$ cat config.mk
export PLATFORM = sky130hd
export DESIGN_NAME = fetch_unit
export DESIGN_NICKNAME = d
export VERILOG_FILES = /design/src/rtl/fetch_unit.sv
export SDC_FILE = /design/constraint.sdc
export NUM_CORES = 1
export LEC_CHECK = 0
export BUFFER_PORTS_ARGS = -buffer_cell sky130_fd_sc_hd__buf_2
export CORE_MARGIN = 8
export CORE_UTILIZATION = 49
export CTS_CLUSTER_SIZE = 12
export DETAILED_ROUTE_END_ITERATION = 10
export HOLD_SLACK_MARGIN = 0.02
export PLACE_DENSITY = 0.8
export SETUP_SLACK_MARGIN = 0.15
export SLEW_MARGIN = 20
export SYNTH_ARGS = -nofsm -noshare
export SYNTH_HDL_FRONTEND = slang
export SYNTH_SLANG_ARGS = --single-unit
$ cat constraint.sdc
create_clock -name ip_clk -period 4.6 [get_ports ip_clk]
set_clock_uncertainty 0.15 [all_clocks]
set_input_delay 0.92 -clock ip_clk [delete_from_list [all_inputs] [get_ports ip_clk]]
set_output_delay 0.92 -clock ip_clk [all_outputs]
set_load 0.03 [all_outputs]
$ cat src/rtl/fetch_unit.sv
// Single-outstanding instruction fetch unit: issues one imem read at a time,
// presents the returned instruction until consumed, and handles redirects.
module fetch_unit #(
  parameter logic [31:0] RESET_PC = 32'h0000_0000
) (
  input  logic        ip_clk,
  input  logic        ip_rst,
  output logic        op_imem_req,
  output logic [31:0] op_imem_addr,
  input  logic [31:0] ip_imem_rdata,
  input  logic        ip_imem_rvalid,
  output logic [31:0] op_instr_from_imem,
  output logic        op_instr_valid,
  output logic [31:0] op_pc,
  input  logic        ip_stall,
  input  logic        ip_redirect_valid,
  input  logic [31:0] ip_redirect_pc
);

  typedef enum logic [2:0] {
    IDLE,
    REQ,
    WAIT,
    VALID,
    DROP
  } state_t;

  state_t      state;
  state_t      state_next;
  logic [31:0] pc;
  logic [31:0] redirect_target;

  assign redirect_target = ip_redirect_pc & ~32'h0000_0003;

  always_ff @(posedge ip_clk or posedge ip_rst) begin
    if (ip_rst) begin
      state <= IDLE;
    end else begin
      state <= state_next;
    end
  end

  always_comb begin
    state_next = state;
    unique case (state)
      IDLE:  state_next = REQ;
      REQ:   state_next = ip_redirect_valid ? DROP : WAIT;
      WAIT: begin
        if (ip_redirect_valid) begin
          state_next = ip_imem_rvalid ? REQ : DROP;
        end else if (ip_imem_rvalid) begin
          state_next = VALID;
        end
      end
      VALID: begin
        if (ip_redirect_valid || !ip_stall) begin
          state_next = REQ;
        end
      end
      // A redirect coinciding with the dropped response still retires it;
      // waiting for another rvalid would deadlock with nothing outstanding.
      DROP: begin
        if (ip_imem_rvalid) begin
          state_next = REQ;
        end
      end
      default: state_next = IDLE;
    endcase
  end

  always_comb begin
    op_imem_req  = (state == REQ);
    op_imem_addr = pc;
  end

  always_ff @(posedge ip_clk or posedge ip_rst) begin
    if (ip_rst) begin
      pc                 <= RESET_PC;
      op_pc              <= RESET_PC;
      op_instr_valid     <= 1'b0;
      op_instr_from_imem <= '0;
    end else if (ip_redirect_valid) begin
      pc             <= redirect_target;
      op_instr_valid <= 1'b0;
    end else begin
      if (state == WAIT && ip_imem_rvalid) begin
        op_instr_from_imem <= ip_imem_rdata;
        op_pc              <= pc;
        op_instr_valid     <= 1'b1;
        pc                 <= pc + 32'd4;
      end else if (state == VALID && !ip_stall) begin
        op_instr_valid <= 1'b0;
      end
    end
  end

endmodule

After elaboration in Yosys (flattened, before gate mapping)
Cells that the tools add are included.
{"block": "word_totals", "output_inout_bits": 98, "elab_cells": 35, "inputBits": 69, "register_bits": 100}
{"block": "op_classes", "bitwise_logic": 1, "muxes": 12, "n_addsub": 1, "n_reduce_logical": 9, "eq_ne": 7}
{"cell": "32-bit two-way mux", "n": 2}
{"cell": "32-bit by 3-bit adder with 32-bit output, second input constant", "n": 1}
{"cell": "3-bit two-way mux", "n": 6}
{"cell": "3-bit one-hot mux with 5 select lines", "n": 1}
{"cell": "3-bit by 2-bit == test with 1-bit output, second input constant", "n": 2}
{"cell": "2-bit inequality test, second input constant", "n": 2}
{"cell": "3-bit by 1-bit == test with 1-bit output, second input constant", "n": 1}
{"cell": "3-bit == test, second input constant", "n": 1}
{"cell": "3-bit zero test", "n": 1}
{"cell": "1-bit two-way mux", "n": 3}
{"cell": "3-bit inequality test, second input constant", "n": 1}
{"cell": "3-bit AND reduction", "n": 1}
{"cell": "3-bit nonzero test", "n": 1}
{"cell": "1-bit logical AND", "n": 2}
{"cell": "2-bit AND reduction", "n": 1}
{"cell": "2-bit nonzero test", "n": 1}
{"cell": "1-bit zero test", "n": 1}
{"cell": "1-bit logical OR", "n": 1}
{"cell": "1-bit inverter", "n": 1}

Depth between registers and ports, before layout
Gate-level depths: netlist of the first run.
{"block": "depth", "ltp_word": 5, "ltp_mapped": 6, "ltp_nobuf": 4}

Worst setup path after synthesis of the first run
Ideal clock, no wire load.
{"block": "synth_path", "kind": "input to register", "start": "input ip_imem_rvalid", "end": "register pc[24], in the netlist op_imem_addr[24]", "path_buffers": 1, "arrival_ns": 2.088, "setup_slack_ns": 2.280, "cell_stages": 5, "required_ns": 4.368, "path_cell_list": "and4bb_4 > nand4_4 > buf_6 > or4_1 > a31oi_1"}
{"block": "synth_between", "elab_chain_len": 2}
{"element": "start: declaration", "line_no": "11", "rtl": "input logic ip_imem_rvalid,"}
{"element": "1-bit logical AND", "line_no": "86", "rtl": "if (state == WAIT && ip_imem_rvalid) begin"}
{"element": "2-bit nonzero test (no line)"}
{"element": "end signal: assignment", "line_no": "83", "rtl": "pc <= redirect_target;"}
{"element": "end signal: assignment", "line_no": "90", "rtl": "pc <= pc + 32'd4;"}
{"element": "end: declaration", "line_no": "30", "rtl": "logic [31:0] pc;"}
Every way passes these cells.
A chain may end at the register's enable or synchronous reset.

Worst setup path after layout of the first run
{"block": "layout_path", "start": "input ip_redirect_valid", "end": "register op_pc[24]"}
{"block": "layout_between", "elab_chain_len": 2}
{"element": "start: declaration", "line_no": "16", "rtl": "input logic ip_redirect_valid,"}
{"element": "1-bit inverter (no line)"}
{"element": "2-bit AND reduction (no line)"}
{"element": "end signal: assignment", "line_no": "88", "rtl": "op_pc <= pc;"}
{"element": "end: declaration", "line_no": "14", "rtl": "output logic [31:0] op_pc,"}
Every way passes these cells.

==> impl_results.md, run 1 <==
- Status: complete, no violations
- WL final: between 10000 and 15000 µm
- Ports: roughly 170
- DRC: 0
- Drt via density: 5.483
- Final Slew Violations: 0
- H-Tree Depth: 3
- Period utilisation layout: 0.6035
- XOR/XNOR Fraction of Synth Area: 0.01618
- Most common cell after layout, fill and taps aside: buf_2
- Nets: 589
- Cell-internal power: around 1.9 mW
- Worst setup EP type: register
- Post-synthesis mux area share: 0.1636
- Core Rows: 34
- Initial antenna violation count: 0
- TritonCTS clock tree: yes
- Switching power: about 1.4 mW
- Worst Path Arrival: 2.87 ns
- Hold Vio Cnt, Final: 0
- Syn Area/Cell: 11.86 µm²
- Part of the power in registers: 0.404
- Slew headroom: 0.3698
- Vias in the first global route: 3496
- Post-synth design cell area: between 0.004 and 0.005 mm²
- Yosys Warn Count: 0
- Hold/Removal Path Class: register to register
- Sequential cell area fraction in the yosys report: 0.5549
- GRT Total Usage: 0.1791
- Unique masters post-synth: 38
- Total Negative Setup Slacks: 0 ns
- PD cells: 613.8 mW/mm²
- Die area: around 0.012 mm²
- Port bufs: 160
- Synth Area in Compound Gates: 0.08497
- RSZ-0062 raised after global routing: no
- Count of final setup violators: 0
- Post-Synth Simple-Gate Area: 0.1416
- Leak: 2.523 nW
- Clock power frac: 0.161
- Comb power frac: 0.435
- Max IR drop VDD: approximately 0.30 mV
- Final HPWL DP: 8000 µm
- Main combinational cell family by area after synthesis: multiplexers
- CTS Buf Count: 9
- Hold path depth: 1
- Post-cts resize count: 0
- Routed length per placed instance: between 15 and 20 µm
- Detailed-router iteration count before antenna repair: 4
- Clock insertion delay at the later pin of the skew report: roughly 0.36 ns
- 1st-iter DRT viols: 181
- Share of layout cells above drive strength 1: 0.4695
- FMAX: 360.2 MHz
- Starting Density: 0.5013
- Worst Tran Pin Value: 0.9453 ns
- Worst-path clk slew: 0.09 ns
- Worst Reg-to-Reg Cells: 4
- # Max-Cap Violations: 0
- Largest net degree at the start of global routing: 79
- Vias: 3465
- Gate Count Post-Synth: 365
- Total gr overflow: 0
- Synth Register Bits: 96
- # hold bufs at CTS: 0
- CTS sink count: 96
- Sw Share: 0.4320
- Synth Area in Adders: 0.002890
- Core Util, Final: 0.6226
- Die Y: 110.0 µm
- Clk root buf: clkbuf_8
- Routed Antenna Nets: 0
- Wire length of the first global-routing pass: roughly 17000 µm
- Critical path type: input port to register
- Core area: 0.008636 mm²
- Post-layout min period: 2.776 ns
- Clk buf depth: 2
- Area Growth Syn to Fin: 24.19%
- CP required: ~4.7 ns
- CP startpoint kind: input port
- CP Max Fanout: between 40 and 50
- Post-CTS Setup Repair Bufs: 0
- Die width: around 110 µm
- Most frequent cells in the layout: buf_2, dfrtp_1, mux2_2
- N_diodes: 0
- GP Congestion: 0.7747
metrics by stage:
| stage | area [µm²] | setup slack, ns | hold WS, ns | power [mW] | cells |
|---|---|---|---|---|---|
| detailed placement | 5186 | 1.449 | 0.3407 | 2.811 | 616 |
| finish | 5376 | 1.824 | 0.3535 | 3.300 | 632 |
| global placement | 5186 | 1.480 | 0.3343 | 2.757 | 616 |
| CTS | 5376 | 1.835 | 0.3604 | 3.338 | 632 |
| floorplan | 4340 | 1.025 | 0.3561 | 2.346 | 368 |
| global route | 5376 | 1.688 | 0.3730 | 3.470 | 632 |
state kept, by name, indices dropped and copies added (netlist names):
register,count
state,3
op_instr_from_imem,32
op_pc,30
op_imem_addr,30
op_instr_valid,1
cells in the mapped netlist:
cell / instances / share of area
dfrtp_1: 96 / 0.55
mux2_2: 62 / 0.16
nor2_1: 25 / 0.022
nand2_1: 23 / 0.020
a31oi_1: 22 / 0.032
o21ai_0: 17 / 0.020
or4_1: 16 / 0.028
o31ai_1: 15 / 0.026
nand3_1: 10 / 0.012
buf_2: 9 / 0.010
nand4_1: 9 / 0.013
and4_1: 7 / 0.014
clkbuf_1: 7 / 0.0061
xor2_1: 7 / 0.014
inv_1: 5 / 0.0043
buf_4: 4 / 0.0069
or3_1: 4 / 0.0058
and2_1: 3 / 0.0043
and3_1: 3 / 0.0043
buf_6: 2 / 0.0052
nor3_1: 2 / 0.0023
a21oi_1: 1 / 0.0012
a2bb2oi_1: 1 / 0.0020
and2_0: 1 / 0.0014
and4bb_4: 1 / 0.0038
clkbuf_2: 1 / 0.0012
clkinv_1: 1 / 0.00087
conb_1: 1 / 0.00087
ha_1: 1 / 0.0029
mux2i_1: 1 / 0.0023
nand2b_1: 1 / 0.0014
nand3b_1: 1 / 0.0017
nand4_4: 1 / 0.0049
nand4b_1: 1 / 0.0020
o211a_1: 1 / 0.0023
o41ai_1: 1 / 0.0020
or2_2: 1 / 0.0014
xnor2_1: 1 / 0.0020
kinds of logic after synthesis:
| group | after synthesis |
|---|---|
| multiplexers | 63 |
| AO/OA/AOI/OAI | 58 |
| XOR/XNOR | 8 |
| AND/OR/NAND/NOR | 109 |
| flip-flops | 96 |
| buffers and inverters | 29 |
| adder cells (fa/ha/maj) | 1 |
| other | 1 |
routing by layer:
layer,vias to the layer above,GRT usage,part of all wire,wire [µm]
li1,1650,-,-,-
met5,-,0,0,0
met4,0,0.08100,0.019,211
met2,133,0.3001,0.50,5486
met1,1665,0.2149,0.40,4380
met3,17,0.04186,0.081,884
path summary, 6_finish.rpt:
| path | slack [ns] | end | from |
|---|---|---|---|
| min | 0.35 | op_pc[28]$_DFFE_PP0P_ | op_pc[28]$_DFFE_PP0P_ |
| max in group asynchronous | 2.82 | op_imem_addr[23]$_DFFE_PP0P_ | ip_rst |
| max | 1.82 | op_pc[24]$_DFFE_PP0P_ | ip_redirect_valid |
| max reg2reg | 2.10 | op_imem_addr[22]$_DFFE_PP0P_ | state[2]$_DFFE_PP0P_ |
| min reg2reg | 0.35 | op_pc[28]$_DFFE_PP0P_ | op_pc[28]$_DFFE_PP0P_ |
| min in group asynchronous | 0.63 | op_instr_from_imem[14]$_DFFE_PP0P_ | ip_rst |
power groups by stage:
stage | registers [mW] | logic, mW | clock network [mW]
2_1_floorplan | 1.93 | 0.417 | 0
3_3_place_gp | 1.33 | 1.42 | 0
3_5_place_dp | 1.35 | 1.46 | 0
4_1_cts | 1.34 | 1.46 | 0.544
5_1_grt | 1.38 | 1.51 | 0.577
6_report | 1.33 | 1.44 | 0.530
final cells by class:
cell class	count	area [µm²]
Clock inverter	5	38.79
Tap cell	108	135.1
Fill cell	737	3259
Sequential cell	96	2402
Clock buffer	11	151.4
Timing Repair Buffer	163	835.8
Multi-Input combinational cell	243	1788
Inverter	6	25.02
critical path: stages:
cell      delay [ns]
buf_2           0.21
clkinv_1        0.07
buf_4           0.36
and2_2          0.59
buf_12          0.31
mux2_2          0.37
(Power assumes the default switching activity.)
==> run 2: changes to the inputs <==
--- a/config.mk
+++ b/config.mk
@@ -5,13 +5,14 @@
 export SDC_FILE = /design/constraint.sdc
 export NUM_CORES = 1
 export LEC_CHECK = 0
+export ABC_AREA = 1
 export BUFFER_PORTS_ARGS = -buffer_cell sky130_fd_sc_hd__buf_2
 export CORE_MARGIN = 8
-export CORE_UTILIZATION = 49
+export CORE_UTILIZATION = 51
 export CTS_CLUSTER_SIZE = 12
 export DETAILED_ROUTE_END_ITERATION = 10
 export HOLD_SLACK_MARGIN = 0.02
-export PLACE_DENSITY = 0.8
+export PLACE_DENSITY = 0.81
 export SETUP_SLACK_MARGIN = 0.15
 export SLEW_MARGIN = 20
 export SYNTH_ARGS = -nofsm -noshare
==> constraint.sdc (replaced) <==
create_clock -name ip_clk -period 2.8 [get_ports ip_clk]
set_clock_uncertainty 0.15 [all_clocks]
set_input_delay 0.56 -clock ip_clk [delete_from_list [all_inputs] [get_ports ip_clk]]
set_output_delay 0.56 -clock ip_clk [all_outputs]
set_load 0.03 [all_outputs]
==> impl_results.md, run 2 <==
- Largest net degree at the start of global routing: 61 (-23%)
- Unique masters post-synth: 30 (-21%)
- CTS sink count: 96 (unchanged)
- Leak: 3.230 nW (+28%)
- FMAX: 436.9 MHz
- Nets: 803 (+36%)
- CP startpoint kind: register
- Async set or reset register ratio after synthesis: 1.000 (unchanged)
- 1st-iter DRT viols: 400 (+120%)
- Die width: 113.9 µm (+3.5%)
- Dpl ws: 0.5029 ns (-0.9457 ns)
- Vias in the first global route: 4377 (+25%)
- Wire length of the first global-routing pass: 22160 µm (+30%)
- Count of final setup violators: 0 (unchanged)
- CP required: 2.91 ns (-1.78 ns)
- Core Util, Final: 0.6441 (+0.02150)
- CP Max Fanout: 31 (-30%)
- PD cells: 1024 mW/mm² (+67%)
- Final Power: 6.123 mW (+86%)
- # hold bufs at CTS: 0 (unchanged)
- Critical path type: register to register
- Gate Count Post-Synth: 578 (+58%)
- Post-CTS Setup Repair Bufs: 0 (unchanged)
- Register area: 0.002402 mm² (unchanged)
- Routed Antenna Nets: 0 (unchanged)
- Post-cts resize count: 0 (unchanged)
- CTS Buf Count: 9 (unchanged)
- Final HPWL DP: 10390 µm (+30%)
- Drt via density: 5.136 (-6.3%)
- Status: complete, no violations
- Worst setup EP type: register
- RSZ-0062 raised after global routing: no
- Die area: 0.01297 mm² (+7.2%)
- H-Tree Depth: 3 (unchanged)
- Sequential cell area fraction in the yosys report: 0.4916 (-0.06336)
- Worst Tran Pin Value: 0.7519 ns (-0.1933 ns)
- Starting Density: 0.5264 (+0.02511)
- Area of the multi-input gates: 0.002152 mm² (+20%)
- Die Y: 113.9 µm (+3.5%)
- Yosys Warn Count: 0 (unchanged)
- Most common cell after layout, fill and taps aside: nand2_1
- N_diodes: 0 (unchanged)
- Critical path origin: state[2]$_DFFE_PP0P_
- Final Slew Violations: 0 (unchanged)
- Hold Vio Cnt, Final: 0 (unchanged)
- Commonest cells post-synth: nand2_1, dfrtp_1, nor2_1
- R2r startpoint: state[2]$_DFFE_PP0P_
- WL final: 13770 µm (+26%)
- DRC: 0 (unchanged)
- TritonCTS clock tree: yes
- R2R Setup Slk: 0.51 ns (-1.59 ns)
- Post-Layout Inst Area: 0.005979 mm² (+11%)
- Synth Register Bits: 96 (unchanged)
- Largest cells by area after synthesis: dfrtp_1, nand2_1, mux2_4, nor2_1, o21ai_0
- Clk root buf: clkbuf_8
- Routed length per placed instance: 15.90 µm (-8.3%)
- Most frequent cell after synthesis: nand2_1
- Core area: 0.009284 mm² (+7.5%)
- Worst-path clk slew: 0.09 ns (about the same)
- Total gr overflow: 0 (unchanged)
- Detailed-router iteration count before antenna repair: 5 (+1)
- Post-Place Cell Area: 0.005766 mm² (+11%)
- Core Rows: 35 (+2.9%)
- Area Growth Syn to Fin: 22.35%
- Reg2reg end: op_imem_addr[13]$_DFFE_PP0P_
- Post-layout min period: 2.289 ns
- Max FFs per register: 32 (unchanged)
- Ports: 167 (unchanged)
- Inst Count DP: 851 (+38%)
- GP Congestion: 0.9063 (+17%)
- Period utilisation layout: 0.8174
- Min Hold Slack: 0.1269 ns (-0.2266 ns)
- Vias: 4448 (+28%)
- Worst Reg-to-Reg Cells: 10 (+6)
- Most frequent cells in the layout: nand2_1, buf_2, dfrtp_1
- Clk buf depth: 2 (unchanged)
- Total Negative Setup Slacks: 0 ns (unchanged)
- Max IR drop VDD: 0.4593 mV (+54%)
- Fill count: 825 (+12%)
- Leading area contributor after synthesis: dfrtp_1
- Worst setup path end: op_imem_addr[13]$_DFFE_PP0P_
- Share of layout cells above drive strength 1: 0.3080 (-0.1615)
- Final setup margin: 0.5112 ns (-1.313 ns)
- Largest Register: op_instr_from_imem
- # Max-Cap Violations: 0 (unchanged)
- Worst Path Arrival: 2.40 ns (-0.47 ns)
- Port bufs: 160 (unchanged)
- Top FF cell, synth: dfrtp_1
- GRT Total Usage: 0.2129 (+0.03378)
- Syn Area/Cell: 8.455 µm² (-29%)
- Post-synth EDFFs: 0 (unchanged)
- Hold/Removal Path Class: input port to asynchronous set/reset pin
- Clock insertion delay at the later pin of the skew report: 0.36 ns (about the same)
- Yosys top cell area share: 0.4916 (-0.06336)
- Fin cells: 866 (+37%)
- Slew headroom: 0.4987 (+0.1289)
- Initial antenna violation count: 0 (unchanged)
- Post-synth design cell area: 0.004887 mm² (+13%)
## run 2: cell count changes after synthesis, moves of 16 or more
cell     change
nand3_1     +29
a31oi_1     -19
mux2_4      +32
nor2_1      +50
o21ai_0     +27
inv_1       +38
nand2_1    +151
or4_1       -16
mux2_2      -60
## run 2: cell type report
type | instances | share of cell area
Clock buffer | 9 | 0.02072
Clock inverter | 6 | 0.01507
Multi-Input combinational cell | 412 | 0.3599
Tap cell | 129 | 0.02699
Timing Repair Buffer | 168 | 0.1461
Inverter | 46 | 0.02950
Sequential cell | 96 | 0.4018
## run 2: cells by family (layout without fill, tap and decap cells)
| family | Yosys count | in the layout | synth area share |
|---|---|---|---|
| adders and majority gates | 1 | 1 | 0.002560 |
| buffers and inverters | 73 | 229 | 0.07194 |
| AOI/OAI and AO/OA | 71 | 71 | 0.07860 |
| DFF | 96 | 96 | 0.4916 |
| xor gates and xnor gates | 1 | 1 | 0.001792 |
| other | 1 | 4 | 0.0007673 |
| and+or+nand+nor | 301 | 301 | 0.2499 |
| muxes | 34 | 34 | 0.1029 |
## run 2: how the worst min path moves through the flow
stage | cells after the start | from | slack [ns] | endpoint
after detailed placement | 2 | op_pc[23]$_DFFE_PP0P_ | 0.32 | op_pc[23]$_DFFE_PP0P_
final | 2 | ip_rst | 0.13 | op_pc[21]$_DFFE_PP0P_
after global routing | 2 | ip_rst | 0.16 | op_pc[12]$_DFFE_PP0P_
after CTS | 2 | ip_rst | 0.14 | op_pc[21]$_DFFE_PP0P_
after global placement | 2 | op_pc[17]$_DFFE_PP0P_ | 0.31 | op_pc[17]$_DFFE_PP0P_
after floorplan | 2 | state[0]$_DFFE_PP0P_ | 0.38 | state[0]$_DFFE_PP0P_
## run 2: worst max-delay path, cell delays in order, from the launching register on
cell and delay [ns]:
dfrtp_1 0.42, inv_1 0.13, nand2_1 0.10, nor2_1 0.20, nand2_2 0.16, nand2_1 0.32
inv_2 0.33, a21oi_1 0.22, nand2_1 0.06, nand2_1 0.05, inv_1 0.04
## run 2: report_power, final
part	internal, mW	switching (mW)
Combinational	0.953	1.90
Sequential	1.91	0.361
Clock	0.504	0.497
## run 2: layer usage
metal | vias to the layer above | wire [µm] | global-route usage
met4 | 0 | 154 | 0.06389
met3 | 19 | 1222 | 0.06498
met2 | 209 | 6540 | 0.3420
met5 | - | 0 | 0
li1 | 2162 | - | -
met1 | 2058 | 5855 | 0.2694
